### src/rtl/keypad_scan.sv
// Column-scanning driver and debouncer for a 4x4 active-low matrix keypad.
// Presents a debounced 5-bit keycode ({1,hex} or 0) and a new-key strobe.
module keypad_scan #(
  parameter int unsigned SCAN_DIV       = 100000,
  parameter int unsigned DEBOUNCE_SCANS = 4
) (
  input  logic       clk,
  input  logic       rst_n,
  input  logic [3:0] row,
  output logic [3:0] col,
  output logic [4:0] keycode,
  output logic       key_press
);

  localparam int unsigned DIV_W = (SCAN_DIV > 1) ? $clog2(SCAN_DIV) : 1;
  localparam int unsigned CNT_W = $clog2(DEBOUNCE_SCANS + 1);
  localparam logic [DIV_W-1:0] DIV_LAST = DIV_W'(SCAN_DIV - 1);
  localparam logic [CNT_W-1:0] CNT_MAX  = CNT_W'(DEBOUNCE_SCANS);

  logic [3:0]       row_meta, row_sync;
  logic [DIV_W-1:0] div;
  logic [1:0]       col_idx;
  logic [1:0]       acc_hits;
  logic [3:0]       acc_hex;
  logic [4:0]       cand;
  logic [CNT_W-1:0] cnt;

  logic             sample_c, last_col_c;
  logic [3:0]       low_c;
  logic [2:0]       low_n_c, hit_sum_c;
  logic [1:0]       row_pos_c, base_hits_c, hits_nx_c;
  logic [3:0]       base_hex_c, hex_nx_c;
  logic [4:0]       result_c, cand_nx_c, keycode_nx_c;
  logic [CNT_W-1:0] cnt_nx_c;
  logic             press_nx_c;

  function automatic logic [3:0] key_hex(input logic [1:0] c, input logic [1:0] r);
    case ({c, r})
      4'h0: key_hex = 4'h1;  4'h1: key_hex = 4'h4;  4'h2: key_hex = 4'h7;  4'h3: key_hex = 4'h0;
      4'h4: key_hex = 4'h2;  4'h5: key_hex = 4'h5;  4'h6: key_hex = 4'h8;  4'h7: key_hex = 4'hF;
      4'h8: key_hex = 4'h3;  4'h9: key_hex = 4'h6;  4'hA: key_hex = 4'h9;  4'hB: key_hex = 4'hE;
      4'hC: key_hex = 4'hA;  4'hD: key_hex = 4'hB;  4'hE: key_hex = 4'hC;  default: key_hex = 4'hD;
    endcase
  endfunction

  // Per-column hit accumulation; column 0 starts a fresh scan, hit count saturates at 2.
  always_comb begin
    sample_c    = (div == DIV_LAST);
    last_col_c  = sample_c && (col_idx == 2'd3);
    low_c       = ~row_sync;
    low_n_c     = 3'(low_c[0]) + 3'(low_c[1]) + 3'(low_c[2]) + 3'(low_c[3]);
    row_pos_c   = 2'd3;
    if (low_c[0])      row_pos_c = 2'd0;
    else if (low_c[1]) row_pos_c = 2'd1;
    else if (low_c[2]) row_pos_c = 2'd2;
    base_hits_c = (col_idx == 2'd0) ? 2'd0 : acc_hits;
    base_hex_c  = (col_idx == 2'd0) ? 4'h0 : acc_hex;
    hit_sum_c   = 3'(base_hits_c) + low_n_c;
    hits_nx_c   = (hit_sum_c >= 3'd2) ? 2'd2 : hit_sum_c[1:0];
    hex_nx_c    = (low_n_c == 3'd1) ? key_hex(col_idx, row_pos_c) : base_hex_c;
    result_c    = (hits_nx_c == 2'd1) ? {1'b1, hex_nx_c} : 5'h00;
  end

  // Debounce: keycode follows a candidate that held for DEBOUNCE_SCANS full scans.
  always_comb begin
    cand_nx_c    = cand;
    cnt_nx_c     = cnt;
    keycode_nx_c = keycode;
    press_nx_c   = 1'b0;
    if (last_col_c) begin
      if (result_c == cand) begin
        cnt_nx_c = (cnt == CNT_MAX) ? cnt : cnt + CNT_W'(1);
      end else begin
        cand_nx_c = result_c;
        cnt_nx_c  = CNT_W'(1);
      end
      if ((cnt_nx_c == CNT_MAX) && (cand_nx_c != keycode)) begin
        keycode_nx_c = cand_nx_c;
        press_nx_c   = (cand_nx_c != 5'h00);
      end
    end
  end

  always_ff @(posedge clk or negedge rst_n) begin
    if (!rst_n) begin
      row_meta  <= 4'b1111;
      row_sync  <= 4'b1111;
      div       <= '0;
      col_idx   <= 2'd0;
      col       <= 4'b1110;
      acc_hits  <= 2'd0;
      acc_hex   <= 4'h0;
      cand      <= 5'h00;
      cnt       <= '0;
      keycode   <= 5'h00;
      key_press <= 1'b0;
    end else begin
      row_meta  <= row;
      row_sync  <= row_meta;
      div       <= sample_c ? '0 : div + DIV_W'(1);
      if (sample_c) begin
        col_idx  <= col_idx + 2'd1;
        col      <= {col[2:0], col[3]};
        acc_hits <= hits_nx_c;
        acc_hex  <= hex_nx_c;
      end
      cand      <= cand_nx_c;
      cnt       <= cnt_nx_c;
      keycode   <= keycode_nx_c;
      key_press <= press_nx_c;
    end
  end

endmodule

### config.mk
export PLATFORM = sky130hd
export DESIGN_NAME = keypad_scan
export DESIGN_NICKNAME = d
export VERILOG_FILES = /design/src/rtl/keypad_scan.sv
export SDC_FILE = /design/constraint.sdc
export NUM_CORES = 1
export LEC_CHECK = 0
export ABC_AREA = 1
export BUFFER_PORTS_ARGS = -buffer_cell sky130_fd_sc_hd__buf_2
export CORE_MARGIN = 1
export CORE_UTILIZATION = 25
export CTS_CLUSTER_DIAMETER = 50
export DETAILED_ROUTE_END_ITERATION = 8
export SKIP_LAST_GASP = 1
export SYNTH_ARGS = -nofsm -noshare
export SYNTH_HDL_FRONTEND = slang
export SYNTH_SLANG_ARGS = --single-unit
### constraint.sdc
create_clock -name clk -period 4.9 [get_ports clk]
set_clock_uncertainty 0.2 [all_clocks]
set_input_delay 0.98 -clock clk [delete_from_list [all_inputs] [get_ports clk]]
set_output_delay 0.98 -clock clk [all_outputs]
set_load 0.05 [all_outputs]
* Word-level counts from Yosys, hierarchy flattened
Memory sizes are Yosys's and may differ from the RTL's. Index checks and enable logic that the tools add are counted.
Word-level totals: output and inout port bits 10, bits of input ports 6, flip-flop bits (word level) 51, memories 1, logic and storage cells 50, ROM bits 64
Memories:
- (no name shown) | depth 16, bits a word 4, rd ports 1, clocked after memory_dff 0, write ports 0, RTL line 38 | case ({c, r})
Operators by class: order comparisons 1, mux-type cells 16, reduce and logical (&&, ||, !) cells 5, bitwise operators 1, equality and inequality tests 8, add/subtract/negate cells 7
Operators with widths (number):
- $add A17 B1 Y17 const B | 1
- $eq A17 B17 Y1 const B | 1
- $mux W17 | 1
- $mux W5 | 3
- $mux W3 | 3
- $mux W2 | 4
- $mux W4 | 2
- $eq A3 B3 Y1 const B | 2
- $eq A5 B5 Y1 | 1
- $ne A5 B5 Y1 | 1
- $reduce_bool A5 Y1 | 1
- $not A4 Y4 | 1
- $add A2 B1 Y3 | 1
- $add A2 B3 Y3 | 1
- $add A3 B1 Y3 | 1
- $add A3 B1 Y3 const B | 1
- $eq A3 B1 Y1 const B | 1
- $ge A3 B2 Y1 const B | 1
- $mux W1 | 3
- $add A1 B1 Y2 | 1
- $add A2 B1 Y2 const B | 1
- $eq A2 B1 Y1 const B | 1
- $eq A2 B2 Y1 const B | 1
- $logic_and A1 B1 Y1 | 2
- 2 further kinds | 2

* Logic depth before layout (Yosys ltp)
depth after elaboration 16, mapped depth 22, gate-level depth less buffers 22

* Worst setup path before layout
No wires, ideal clock.
path kind register to register, start register row_sync[0], end register keycode[1], data required time 4.587 ns, library setup time 0.113 ns, setup slack 1.381 ns, cell stages (with the launch flop) 19, clock period less this slack 3.519 ns, arrival time 3.206 ns, path buffers 1, cells stage by stage dfstp_2 -> fa_1 -> inv_1 -> ha_1 -> ha_1 -> inv_2 -> fa_1 -> nand2_1 -> nor3_2 -> buf_4 -> nand2_2 -> nand2_1 -> nand2_1 -> nor2_2 -> nand4_1 -> nor2_2 -> nand3_1 -> nand2_1 -> inv_1
Between the ends: cells in the longest elaborated chain, start to end 15, elaborated cells on any way between the ends 22, classes of those cells add/sub: 4; order compare: 1; eq/ne: 5; mux: 8; bitwise: 1; reduce/logical: 2; memory: 1
Ends and longest elaborated chain:
- from (decl) | RTL line 20 | logic [3:0] row_meta, row_sync;
- from (signal assigned) | RTL line 99 | row_sync <= row_meta;
- $not A4 Y4 (*) | RTL line 50 | low_c = ~row_sync;
- $add A1 B1 Y2 | RTL line 51 | low_n_c = 3'(low_c[0]) + 3'(low_c[1]) + 3'(low_c[2]) + 3'(low_c[3]);
- $add A2 B1 Y3 | RTL line 51
- $add A3 B1 Y3 | RTL line 51
- $add A2 B3 Y3 | RTL line 58 | hit_sum_c = 3'(base_hits_c) + low_n_c;
- $ge A3 B2 Y1 | RTL line 59 | hits_nx_c = (hit_sum_c >= 3'd2) ? 2'd2 : hit_sum_c[1:0];
- $mux W2 | RTL line 59
- $eq A2 B1 Y1 | RTL line 61 | result_c = (hits_nx_c == 2'd1) ? {1'b1, hex_nx_c} : 5'h00;
- $mux W5 (*) | RTL line 61
- $eq A5 B5 Y1 | RTL line 71 | if (result_c == cand) begin
- $mux W5 / $mux W3 (equally long branches) | RTL line 71
- $mux W5 / $mux W3 (equally long branches) | RTL line 70 | if (last_col_c) begin
- $ne A5 B5 Y1 / $eq A3 B3 Y1 (equally long branches) | RTL line 77 | if ((cnt_nx_c == CNT_MAX) && (cand_nx_c != keycode)) begin
- $logic_and A1 B1 Y1 | RTL line 77
- $reduce_and A2 Y1 (no source line)
- to (signal assigned) | RTL line 109 | keycode <= keycode_nx_c;
- to (decl) | RTL line 11 | output logic [4:0] keycode,
Every way passes the cells marked *; elsewhere a longest branch is shown, timed or not. The select of a mux whose other input is x is not followed. A chain may end at the register's enable or synchronous reset.

* Worst setup path after layout
start register row_sync[0], end register keycode[2]
Same word-level chain as after synthesis.

==> impl_metrics.env <==
export IMPL_crit_family="adder cells"
export IMPL_yosys_area_share_simple=0.2925
export IMPL_path_common_cell="nand2_1"
export IMPL_drc=0
export IMPL_syn_to_final_growth_pct=14.80
export IMPL_syn_area_um2=2840
export IMPL_synth_top_family_by_area="simple AND/OR/NAND/NOR gates"
export IMPL_end_kind="register"
export IMPL_dr_pass1_iters=4
export IMPL_p_int_uw=711.0
export IMPL_htreeDepth=2
export IMPL_layout_commonest_cell="nand2_1"
export IMPL_synth_xor_xnor_area_share=0.02159
export IMPL_dpl_hpwl_mm=4.111
export IMPL_power_frac_comb=0.100
export IMPL_clkSinkCount=51
export IMPL_r2r_slack_ns=0.88
export IMPL_switchingPower_uw=213.9
export IMPL_gp_congestion=0.8102
export IMPL_antenna_left=0
export IMPL_fp_dieW_um=108.6
export IMPL_drt_iter0_drc=140
export IMPL_finalWirelength_mm=5.502
export IMPL_vdd_ir_drop_max_uv=179.7
export IMPL_p_leak_uw=0.001652
export IMPL_required_ns=4.89
export IMPL_vias=2266
export IMPL_synth_compound_area_frac=0.07313
export IMPL_layout_common_cells="nand2_1, inv_1, dfrtp_1"
export IMPL_worstPathArrival_ns=4.01
export IMPL_fin_crit_sh=0.8208
export IMPL_coreArea_um2=10940
export IMPL_r2r_start="row_sync[0]$_DFF_PN1_"
export IMPL_powerDensity_nw_per_um2=283.6
export IMPL_critical_path_buf_inv_count=3
export IMPL_max_slew_margin=0.5497
export IMPL_num_fill_cells=1166
export IMPL_worstSetupPathType="register to register"
export IMPL_floorplan_initialDensity=0.2597
export IMPL_cts_buffer_depth=2
export IMPL_hold_depth=0
export IMPL_via_per_inst=4.341
export IMPL_multi_input_area_um2=1277
export IMPL_clk_pin_slew_ns=0.07
export IMPL_crit_chain="fa_1 -> inv_1 -> ha_1 -> ha_1 -> inv_2 -> fa_1 -> nand2_1 -> nor3_2 -> nand3_2 -> nand2_1 -> nand3b_1 -> a21oi_1 -> nand3_1 -> nand3_2 -> nand2_1 -> nand2_1 -> inv_1"
export IMPL_critical_path_startpoint_type="register"
export IMPL_postCtsHoldBufs=0
export IMPL_grt_pass1_wl_mm=9.798
export IMPL_register_area_um2=1290
export IMPL_seq_area_frac_synth=0.4542
export IMPL_antenna_found_initial=0
export IMPL_clk_latency_ns=0.29
export IMPL_grt_pass1_vias=2222
export IMPL_report_final_slew_viol_count=0
export IMPL_cts_resized=0
export IMPL_hold_path_class="register to register"
export IMPL_routedWlPerCell_um=10.54
export IMPL_period_minus_slack_ns=4.022
export IMPL_track_usage=0.1049
export IMPL_ios=16
export IMPL_place_area_um2=3087
export IMPL_design_area_um2=3261
export IMPL_finalSetupViolCount=0
export IMPL_fp_dieH_um=108.6
export IMPL_antenna_cells=0
export IMPL_worst_pin_slew_ns=0.6719
export IMPL_post_cts_buffers=0
export IMPL_synth_cell_types=30
export IMPL_synth_seq_cells=51
export IMPL_grt_max_degree=52
export IMPL_clockPowerShare=0.436
export IMPL_hold_viol_final=0
export IMPL_final_nets=400
export IMPL_die_area_um2=11790
export IMPL_root_buffer="clkbuf_16"
export IMPL_path_max_fanout=11
export IMPL_sw_frac_of_total=0.2313
export IMPL_syn_nets=379
export IMPL_hold_end="row_sync[3]$_DFF_PN1_"
export IMPL_synth_mux_area_frac=0
export IMPL_ys_warn_count=0
export IMPL_syn_avg_cell_area_um2=7.890
export IMPL_p_seq_frac=0.464
export IMPL_cpMaxStageDelayCell="fa_1"
export IMPL_rsz0062_at_grt="no"
export IMPL_r2r_end="keycode[2]$_DFFE_PN0P_"
export IMPL_status="complete, no violations"
export IMPL_min_from="row_meta[3]$_DFF_PN1_"
export IMPL_syn_inst=360
export IMPL_slowest_delay_ns=0.60
export IMPL_fmax_mhz=248.6
export IMPL_setup_tns_ns=0
export IMPL_overflow=0
export IMPL_ff2ff_path_depth=17
export IMPL_synthAdderAreaFrac=0.06256
export IMPL_cts_buffers=5
export IMPL_drive_gt1_frac=0.1675
export IMPL_cts_tree="built"
export IMPL_port_buffers=15
export IMPL_rows=38
export IMPL_maxCapViolations=0
## worst max path at each step
stage | startpoint | to | slack [ns] | depth (start not counted)
6_report | row_sync[0]$_DFF_PN1_ | keycode[2]$_DFFE_PN0P_ | 0.88 | 17
5_1_grt | row_sync[0]$_DFF_PN1_ | keycode[1]$_DFFE_PN0P_ | 0.50 | 17
4_1_cts | row_sync[0]$_DFF_PN1_ | keycode[2]$_DFFE_PN0P_ | 0.85 | 17
3_5_place_dp | row_sync[0]$_DFF_PN1_ | keycode[1]$_DFFE_PN0P_ | 0.86 | 17
3_3_place_gp | row_sync[0]$_DFF_PN1_ | keycode[2]$_DFFE_PN0P_ | 0.92 | 17
2_1_floorplan | row_sync[0]$_DFF_PN1_ | keycode[1]$_DFFE_PN0P_ | 1.38 | 18
## sequential cells by signal (all words and copies together), names as in the netlist
signal and cells:
acc_hex 4, acc_hits 2, cand 5, cnt 3, col 4, col_idx 2, div 17, key_press 1
keycode 5, row_meta 4, row_sync 4
## layout make-up
cell class / instances / area share
tap: 140 / 0.05372
clock buffer: 6 / 0.04259
timing repair buffer: 16 / 0.02533
sequential: 51 / 0.3956
multi-input combinational: 238 / 0.3918
clock inverter: 2 / 0.01074
inverter: 69 / 0.08020
## Yosys cell counts (all sizes together)
| cell | instances | area [um^2] |
|---|---|---|
| nand4 | 9 | 71.32 |
| fa | 2 | 40.04 |
| clkbuf | 1 | 3.750 |
| a21oi | 10 | 50.05 |
| xor2 | 5 | 43.79 |
| dfstp | 11 | 289.0 |
| a31oi | 5 | 31.28 |
| nand2 | 99 | 391.6 |
| xnor2 | 2 | 17.52 |
| nand3b | 1 | 7.510 |
| nor4 | 4 | 25.02 |
| nor3 | 4 | 25.02 |
| o21ai | 22 | 110.1 |
| nand3 | 22 | 135.1 |
| inv | 69 | 261.5 |
| ha | 11 | 137.6 |
| a2bb2oi | 1 | 8.760 |
| buf | 1 | 7.510 |
| nor2 | 40 | 175.2 |
| o21a | 1 | 7.510 |
| dfrtp | 40 | 1001 |
## kinds of logic after synthesis
family / after synthesis
buffers and inverters: 71
and+or+nand+nor: 179
AOI/OAI and AO/OA: 39
xor gates and xnor gates: 7
DFF: 51
adders and majority gates: 13
## metrics by stage
stage,hold WS (ns),worst slack [ns],instances,utilization,total power (uW)
floorplan,0.1452,1.381,360,-,507.8
global placement,0.1476,0.9247,514,0.2823,529.6
detailed placement,0.1472,0.8642,514,0.2823,530.5
CTS,0.1571,0.8481,522,0.2982,940.9
global route,0.1619,0.5015,522,0.2982,965.2
finish,0.1558,0.8781,522,0.2982,924.9
## power groups by stage
stage          Sequential [uW]  Combinational (uW)  Clock (uW)
2_1_floorplan              436                71.5           0
3_3_place_gp               437                92.9           0
3_5_place_dp               437                93.8           0
4_1_cts                    429                95.1         417
5_1_grt                    429                 106         430
6_report                   429                92.9         403
## per-layer routing
layer | track usage | share of wire | up-vias
li1 | - | - | 1159
met1 | 0.1259 | 0.45 | 1076
met5 | 0 | 0 | -
met4 | 0.03764 | 0.015 | 0
met3 | 0.02592 | 0.025 | 7
met2 | 0.1808 | 0.50 | 24
Power figures use the tool's default switching activity.
